File: src/rtl/tohost_pkg.sv
// tohost_pkg: shared FSM state encoding and the pass code for the tohost monitor
package tohost_pkg;
    typedef enum logic [1:0] {
        RUN   = 2'd0,
        DRAIN = 2'd1,
        DONE  = 2'd2
    } state_t;
    localparam logic [31:0] PASS_CODE = 32'h1;
endpackage

File: src/rtl/tohost_fifo.sv
// tohost_fifo: first-word-fall-through message FIFO with occupancy count
module tohost_fifo #(
    parameter int DEPTH = 4,
    parameter int WIDTH = 32
) (
    input  logic                     clk,
    input  logic                     reset,
    input  logic                     push,
    input  logic                     pop,
    input  logic [WIDTH-1:0]         din,
    output logic [WIDTH-1:0]         dout,
    output logic                     full,
    output logic                     empty,
    output logic [$clog2(DEPTH):0]   count
);
    localparam int AW = $clog2(DEPTH);
    localparam int CW = AW + 1;
    logic [WIDTH-1:0] mem_q [DEPTH];
    logic [AW-1:0]    wr_ptr_q, wr_ptr_d, rd_ptr_q, rd_ptr_d;
    logic [CW-1:0]    cnt_q, cnt_d;
    logic             do_push, do_pop;
    // Pointer and count updates; pointers wrap naturally because DEPTH is a power of two
    always_comb begin
        full     = cnt_q == CW'(DEPTH);
        empty    = cnt_q == '0;
        do_push  = push && !full;
        do_pop   = pop && !empty;
        wr_ptr_d = do_push ? wr_ptr_q + AW'(1) : wr_ptr_q;
        rd_ptr_d = do_pop ? rd_ptr_q + AW'(1) : rd_ptr_q;
        cnt_d    = cnt_q + CW'(do_push) - CW'(do_pop);
        dout     = mem_q[rd_ptr_q];
        count    = cnt_q;
    end
    // Storage and pointer registers; reset empties the queue at once
    always_ff @(posedge clk or posedge reset) begin
        if (reset) begin
            wr_ptr_q <= '0;
            rd_ptr_q <= '0;
            cnt_q    <= '0;
            for (int i = 0; i < DEPTH; i++) mem_q[i] <= '0;
        end else begin
            wr_ptr_q <= wr_ptr_d;
            rd_ptr_q <= rd_ptr_d;
            cnt_q    <= cnt_d;
            if (do_push) mem_q[wr_ptr_q] <= din;
        end
    end
endmodule

File: src/rtl/tohost_monitor.sv
// tohost_monitor: queues tohost writes for the host and reports test termination status
module tohost_monitor
    import tohost_pkg::*;
#(
    parameter int DEPTH = 4,
    parameter int CNT_W = 16
) (
    input  logic             clk,
    input  logic             reset,
    input  logic             csrw_valid,
    input  logic [31:0]      csrw_data,
    output logic             stall_req,
    output logic             host_valid,
    output logic [31:0]      host_data,
    input  logic             host_ready,
    output logic             done,
    output logic             pass,
    output logic [30:0]      fail_test,
    output logic [CNT_W-1:0] write_count
);
    state_t                  state_q, state_d;
    logic [31:0]             term_q, term_d;
    logic [CNT_W-1:0]        wc_q, wc_d;
    logic                    push, pop, full, empty;
    logic [$clog2(DEPTH):0]  fifo_count;

    tohost_fifo #(.DEPTH(DEPTH), .WIDTH(32)) u_fifo (
        .clk   (clk),
        .reset (reset),
        .push  (push),
        .pop   (pop),
        .din   (csrw_data),
        .dout  (host_data),
        .full  (full),
        .empty (empty),
        .count (fifo_count)
    );

    // Handshakes: writes are only taken in RUN with room; full blocks push even when popping
    always_comb begin
        push       = csrw_valid && state_q == RUN && !full;
        pop        = host_ready && !empty;
        stall_req  = full;
        host_valid = !empty;
        term_d     = (push && csrw_data[0]) ? csrw_data : term_q;
        wc_d       = (push && wc_q != '1) ? wc_q + CNT_W'(1) : wc_q;
    end

    // Next state: terminal write starts the drain, an empty queue in drain finishes
    always_comb begin
        state_d = state_q;
        unique case (state_q)
            RUN:     state_d = (push && csrw_data[0]) ? DRAIN : RUN;
            DRAIN:   state_d = (fifo_count == '0) ? DONE : DRAIN;
            DONE:    state_d = DONE;
            default: state_d = RUN;
        endcase
    end

    // Status outputs derive only from registered state and the captured terminal value
    always_comb begin
        done        = state_q == DONE;
        pass        = state_q == DONE && term_q == PASS_CODE;
        fail_test   = (state_q == DONE && term_q != PASS_CODE) ? term_q[31:1] : '0;
        write_count = wc_q;
    end

    // State, terminal capture and saturating write counter
    always_ff @(posedge clk or posedge reset) begin
        if (reset) begin
            state_q <= RUN;
            term_q  <= '0;
            wc_q    <= '0;
        end else begin
            state_q <= state_d;
            term_q  <= term_d;
            wc_q    <= wc_d;
        end
    end
endmodule
File: config.mk
export PLATFORM = sky130hd
export DESIGN_NAME = tohost_monitor
export DESIGN_NICKNAME = d
export VERILOG_FILES = /design/src/rtl/tohost_pkg.sv /design/src/rtl/tohost_fifo.sv /design/src/rtl/tohost_monitor.sv
export SDC_FILE = /design/constraint.sdc
export NUM_CORES = 1
export LEC_CHECK = 0
export CORE_MARGIN = 2
export CORE_UTILIZATION = 57
export CTS_BUF_LIST = sky130_fd_sc_hd__clkbuf_4
export DETAILED_ROUTE_END_ITERATION = 12
export PLACE_DENSITY = 0.91
export SLEW_MARGIN = 5
export SYNTH_ARGS = -nofsm -noshare
export SYNTH_HDL_FRONTEND = slang
export SYNTH_HIERARCHICAL = 1
export SYNTH_SLANG_ARGS = --single-unit
File: constraint.sdc
create_clock -name clk -period 5.1 [get_ports clk]
set_input_delay 0.765 -clock clk [delete_from_list [all_inputs] [get_ports clk]]
set_output_delay 0.765 -clock clk [all_outputs]
set_load 0.01 [all_outputs]
# Word level (Yosys, flattened, before mapping)
# Cells that the tools add are included.
[classes]
add_sub_neg = 5
multipliers = 0
n_div = 0
order_cmp = 3
n_eq_ne = 6
shifts = 0
muxes = 10
bitwise_logic = 2
n_reduce_logical = 14
[op_table]
columns = ["operator", "n"]
rows = [
  ["$bwmux W128", 1],
  ["$mux W32", 3],
  ["$bmux W32 S2", 1],
  ["$demux W32 S2", 1],
  ["$eq A32 B1 Y1 const B", 1],
  ["$ne A32 B1 Y1 const B", 1],
  ["$mux W31", 1],
  ["$add A16 B1 Y16 const B", 1],
  ["$ne A16 B16 Y1 const B", 1],
  ["$logic_and A1 B1 Y1", 10],
  ["$ge A3 B3 Y1 const B", 2],
  ["$not A2 Y3", 2],
  ["$pmux W2 S3", 1],
  ["$add A2 B1 Y2 const B", 2],
  ["$add A3 B1 Y3", 1],
  ["$eq A3 B3 Y1 const B", 1],
  ["$logic_not A3 Y1", 1],
  ["$lt A3 B1 Y1 const B", 1],
  ["$sub A3 B1 Y3", 1],
  ["$eq A2 B1 Y1 const B", 1],
  ["$eq A2 B2 Y1 const B", 1],
  ["$logic_not A1 Y1", 2],
  ["$logic_not A2 Y1", 1],
  ["$mux W2", 1],
  ["$mux W1", 1],
]
[totals]
ff_bits = 185
latch_bits = 0
mem_bits_rw = 0
rom_bits = 0
input_bits = 36
out_inout_bits = 83
word_cells = 50
n_memories = 0

# Longest topological paths before layout
[logic_depth]
ltp_word = 6
depth_mapped = 11

# Cells and area by module
# The synthesis kept the hierarchy.
[modules_own_cells]
columns = ["module", "n_inst", "cells_per_inst", "area_per_inst_um2", "seq_area_each_um2"]
rows = [
  ["tohost_fifo", 1, 350, 6555.0, 3378.2],
  ["tohost_monitor", 1, 201, 2411.1, 1251.2],
]

# Worst setup path after synthesis
# OpenSTA, ideal clock, no wires.
[synth_path]
path_kind = "input -> register"
from = "input csrw_valid"
to = "register u_fifo.cnt_q[2], in the netlist u_fifo/count[2]"
setup_time_ns = 0.123
t_arrival_ns = 2.593
t_required_ns = 4.977
setup_slack_ns = 2.385
stages = 9
path_cell_list = "or4b_4 > inv_1 > nand2_1 > ha_1 > inv_1 > ha_1 > fa_1 > xnor2_1 > xnor2_1"
[synth_between]
elab_chain_len = 5
[synth_rtl]
columns = ["element", "line", "text"]
rows = [
  ["start: declaration", "tohost_monitor.sv:10", "input logic csrw_valid,"],
  ["$logic_and A1 B1 Y1 (2 in a row)", "tohost_monitor.sv:41", "push = csrw_valid && state_q == RUN && !full;"],
  ["named net push", "tohost_monitor.sv:24", "logic push, pop, full, empty;"],
  ["$logic_and A1 B1 Y1", "tohost_fifo.sv:26", "do_push = push && !full;"],
  ["$add A3 B1 Y3", "tohost_fifo.sv:30", "cnt_d = cnt_q + CW'(do_push) - CW'(do_pop);"],
  ["$sub A3 B1 Y3", "tohost_fifo.sv:30", ""],
  ["named net u_fifo.cnt_d[2]", "tohost_fifo.sv:20", "logic [CW-1:0] cnt_q, cnt_d;"],
  ["end signal: assignment", "tohost_fifo.sv:44", "cnt_q <= cnt_d;"],
  ["end: declaration", "tohost_fifo.sv:20", ""],
]
# The timed path passes the listed nets, and every way through them passes these cells.
# A chain may end at the register's enable or synchronous reset.

# Final worst setup path
[layout_path]
from = "register term_q[1]"
to = "output fail_test[22]"
[layout_between]
elab_chain_len = 3
[layout_rtl]
columns = ["element", "line", "text"]
rows = [
  ["start: declaration", "tohost_monitor.sv:22", "logic [31:0] term_q, term_d;"],
  ["start signal: assignment", "tohost_monitor.sv:76", "term_q <= term_d;"],
  ["$ne A32 B1 Y1", "tohost_monitor.sv:64", "fail_test = (state_q == DONE && term_q != PASS_CODE) ? term_q[31:1] : '0;"],
  ["$logic_and A1 B1 Y1", "tohost_monitor.sv:64", ""],
  ["$mux W31", "tohost_monitor.sv:64", ""],
  ["end: declaration", "tohost_monitor.sv:18", "output logic [30:0] fail_test,"],
]
# Every way passes these cells.

==> results.tsv <==
stage	metric	value	unit
floorplan	# IOs	119	
worst_setup_path	slowest stage cell, crit path	nor4b_1	
cells_and_area	Area Growth Syn to Fin	15.48	%
power	IR Drop Worst-Case VDD	305.2	µV
cells_and_area	fraction of layout cells with a size suffix above 1	0.3591	
timing	Hold Violations, Final	0	
route	violation count after the first detailed-routing iteration	396	
timing	total setup violations reported at the end of the flow	0	
global_route	antenna violations before repair	1	
worst_hold_path	worst hold path stage count	1	
worst_setup_path	endpoint of the worst register-to-register path	u_fifo/mem_q[28]$_DFFE_PP0P_	
cells_and_area	most common cell after layout, fill and taps aside	dfrtp_1	
clocking	post-CTS repair timing setup buffer count	0	
worst_hold_path	endpoint of the worst hold-timing path	term_q[0]$_DFFE_PP0P_	
synthesis	Synth cell types	41	
worst_setup_path	Critical Path Fanout Max	31	
placement	DP HPWL	12810	µm
synthesis	average cell area after synthesis	16.27	µm²
placement	final RePlAce weighted congestion	0.8191	
clocking	CTS tree	yes	
synthesis	fraction of synthesized cell area taken by the top area cell type	0.5163	
global_route	GRT Resource Usage Total	0.2440	
worst_hold_path	path category of the worst min-delay check	flop to flop	
synthesis	number of warning messages in the yosys log	6	
clocking	root cell of the clock tree	clkbuf_4	
floorplan	effective utilization at floorplan	0.5855	
worst_setup_path	data arrival time of the critical path	2980	ps
route	vias per cell	5.745	
clocking	number of sinks driven by the clock tree	185	
clocking	post-cts repair resize count	0	
power	Leakage Power	0.004469	µW
synthesis	Mapped Area	8966	µm²
timing	Final Max Slew Viols	0	
timing	worst-case clock skew	11.63	ps
global_route	maximum number of pins on one net before global-route repair	68	
synthesis	Post-synth EDFFs	0	
synthesis	most area-hungry cell type in the Yosys netlist	dfrtp_1	
worst_setup_path	setup slack, reg-to-reg	2000	ps
worst_setup_path	Required @ worst endpoint	4340	ps
worst_setup_path	startpoint type of the worst setup path	flop	
route	antenna violation net count after detailed routing	0	
clocking	number of levels in the clock H-tree	4	
floorplan	die outline area	16750	µm²
timing	f_max	266.7	MHz
route	via count	5090	
timing	period utilization	0.7353	
worst_setup_path	CP peak stage delay	630	ps
clocking	clk_lat worst skew	560	ps
synthesis	most used flip-flop cell after synthesis	dfrtp_1	
synthesis	async set-or-reset flop fraction in the synthesized netlist	1.000	
placement	port bufs	118	
timing	setup repair after global routing missed its margin	no	
power	total power of the final layout	6620	µW
worst_setup_path	critical path endpoint category	output pin	
floorplan	die height	129.4	µm
floorplan	core area	15310	µm²
worst_setup_path	chain of cells forming the critical path	nor4b_1 > and4_1 > a21oi_2 > buf_4 > and2_1 > clkdlybuf4s50_1	
route	number of iterations in the first detailed-routing pass	4	
timing	Setup Total Neg Slack	0	ps
status	run status	completed	
floorplan	die span in x	129.4	µm
worst_setup_path	WS Path Type	flop to output pin	
timing	final worst path period need	3750	ps
global_route	first-pass GRT wire length	31050	µm
route	number of remaining DRC errors	0	
timing	Worst-Margin Slew	1190	ps
clocking	number of buffers inserted for hold repair after clock tree synthesis	0	
clocking	register clock-pin slew on the reported worst setup and hold paths	130	ps
worst_setup_path	Worst Reg2Reg Path Length in Cells	6	
synthesis	most area-consuming cells after synthesis	dfrtp_1 52%, mux2_4 20%, mux4_2 8.0%	
cells_and_area	leading cell types in the layout, fill and taps excluded	184 x dfrtp_1, 120 x mux2_4, 118 x clkdlybuf4s50_1, 41 x mux2_2, 32 x mux4_2	
power	Pwr per Cell Area	639.4	nW/µm²
run	max-cap check violation count	0	
synthesis	Post-Synthesis Cells	551	
worst_setup_path	R2R Path Start	u_fifo/count[2]$_DFF_PP0_	
timing	Rel. slew slack	0.2067	
global_route	total grt overflow	0	
global_route	via count of the first global-routing pass	5618	
clocking	TritonCTS buffer count	17	
synthesis	proportion of synthesized chip area in sequential cells	0.5163	
cells_and_area	Nets	706	
synthesis	synthesized netlist net count	595	
clocking	clock buffer depth	2	
floorplan	# rows	45	
route	DR WL/cell	21.54	µm
synthesis	Yosys reg bits	185	
route	detailed-route wire length	19090	µm
worst_hold_path	worst min-delay path startpoint	term_q[0]$_DFFE_PP0P_	
synth_stat cells (2+ instances only):
| master | instances |
|---|---|
| and2_1 | 31 |
| and3_1 | 8 |
| and4_1 | 3 |
| buf_12 | 12 |
| buf_2 | 3 |
| buf_6 | 8 |
| clkbuf_1 | 9 |
| dfrtp_1 | 185 |
| ha_1 | 7 |
| inv_1 | 13 |
| mux2_2 | 41 |
| mux2_4 | 120 |
| mux4_2 | 32 |
| nand2_1 | 5 |
| nand2b_1 | 3 |
| nand3_1 | 8 |
| nand4_1 | 6 |
| nor2_1 | 2 |
| nor3_1 | 3 |
| nor4_1 | 12 |
| o21a_1 | 2 |
| o21ai_0 | 2 |
| or2_2 | 2 |
| xnor2_1 | 8 |
| xor2_1 | 10 |
per-stage QoR:
stage | cells | instance area (µm²) | hold WS, ps | util | worst slack, ps
CTS | 885 | 10350 | 494.8 | 0.6759 | 1251
global placement | 854 | 10090 | 441.5 | 0.6588 | 1624
detailed placement | 854 | 10090 | 463.2 | 0.6588 | 1590
floorplan | 551 | 8966 | 425.5 | - | 723.9
global route | 886 | 10350 | 505.7 | 0.6761 | 1087
finish | 886 | 10350 | 500.2 | 0.6761 | 1350
critical path, delay by kind of cell, from the launching register on:
kind | cells | cell delay (ps)
buffers and inverters | 2 | 750
AND/OR/NAND/NOR | 3 | 1170
flip-flops | 1 | 420
AO/OA/AOI/OAI | 1 | 80
layout make-up:
type | instances | area, µm²
Timing Repair Buffer | 124 | 1226
Fill cell | 1032 | 4961
Sequential cell | 185 | 4631
Antenna cell | 1 | 2.502
Tap cell | 211 | 264.0
Clock buffer | 21 | 157.7
Multi-Input combinational cell | 321 | 3918
Clock inverter | 10 | 103.9
Inverter | 13 | 51.30
metal layers:
metal	part of all wire	GRT usage
met5	0	0
met2	0.50	0.3981
met4	0.017	0.09298
met3	0.048	0.04831
met1	0.43	0.3282
worst max-delay path by stage:
stage | from | endpoint | depth (start not counted)
global placement | csrw_valid | u_fifo/mem_q[28]$_DFFE_PP0P_ | 5
floorplan | reset | u_fifo/count[0]$_DFF_PP0_ | 1
finish | term_q[1]$_DFFE_PP0P_ | fail_test[22] | 6
CTS | u_fifo/rd_ptr_q[0]$_DFFE_PP0P_ | host_data[14] | 3
detailed placement | csrw_valid | u_fifo/mem_q[125]$_DFFE_PP0P_ | 5
global route | u_fifo/rd_ptr_q[0]$_DFFE_PP0P_ | host_data[14] | 3
where the power goes:
part	switching, µW	total [µW]	internal, µW
clock network	469	772	304
registers	595	2770	2170
logic	1050	3080	2030
total	2120	6620	4500
cells by family after synthesis:
family	share of synthesized area
compound gates	0.005023
xor+xnor	0.01758
fa+ha+maj	0.01200
buf+inv	0.04773
flops	0.5163
mux	0.3341
simple gates	0.06727
flip-flops by register name, indices dropped and copies added, names as in the netlist:
| signal | cells |
|---|---|
| term_q | 32 |
| u_fifo/count | 3 |
| u_fifo/mem_q | 128 |
| u_fifo/wr_ptr_q | 2 |
| state_q | 2 |
| u_fifo/rd_ptr_q | 2 |
| write_count | 16 |
No activity file was read; power rests on OpenSTA's default activity.
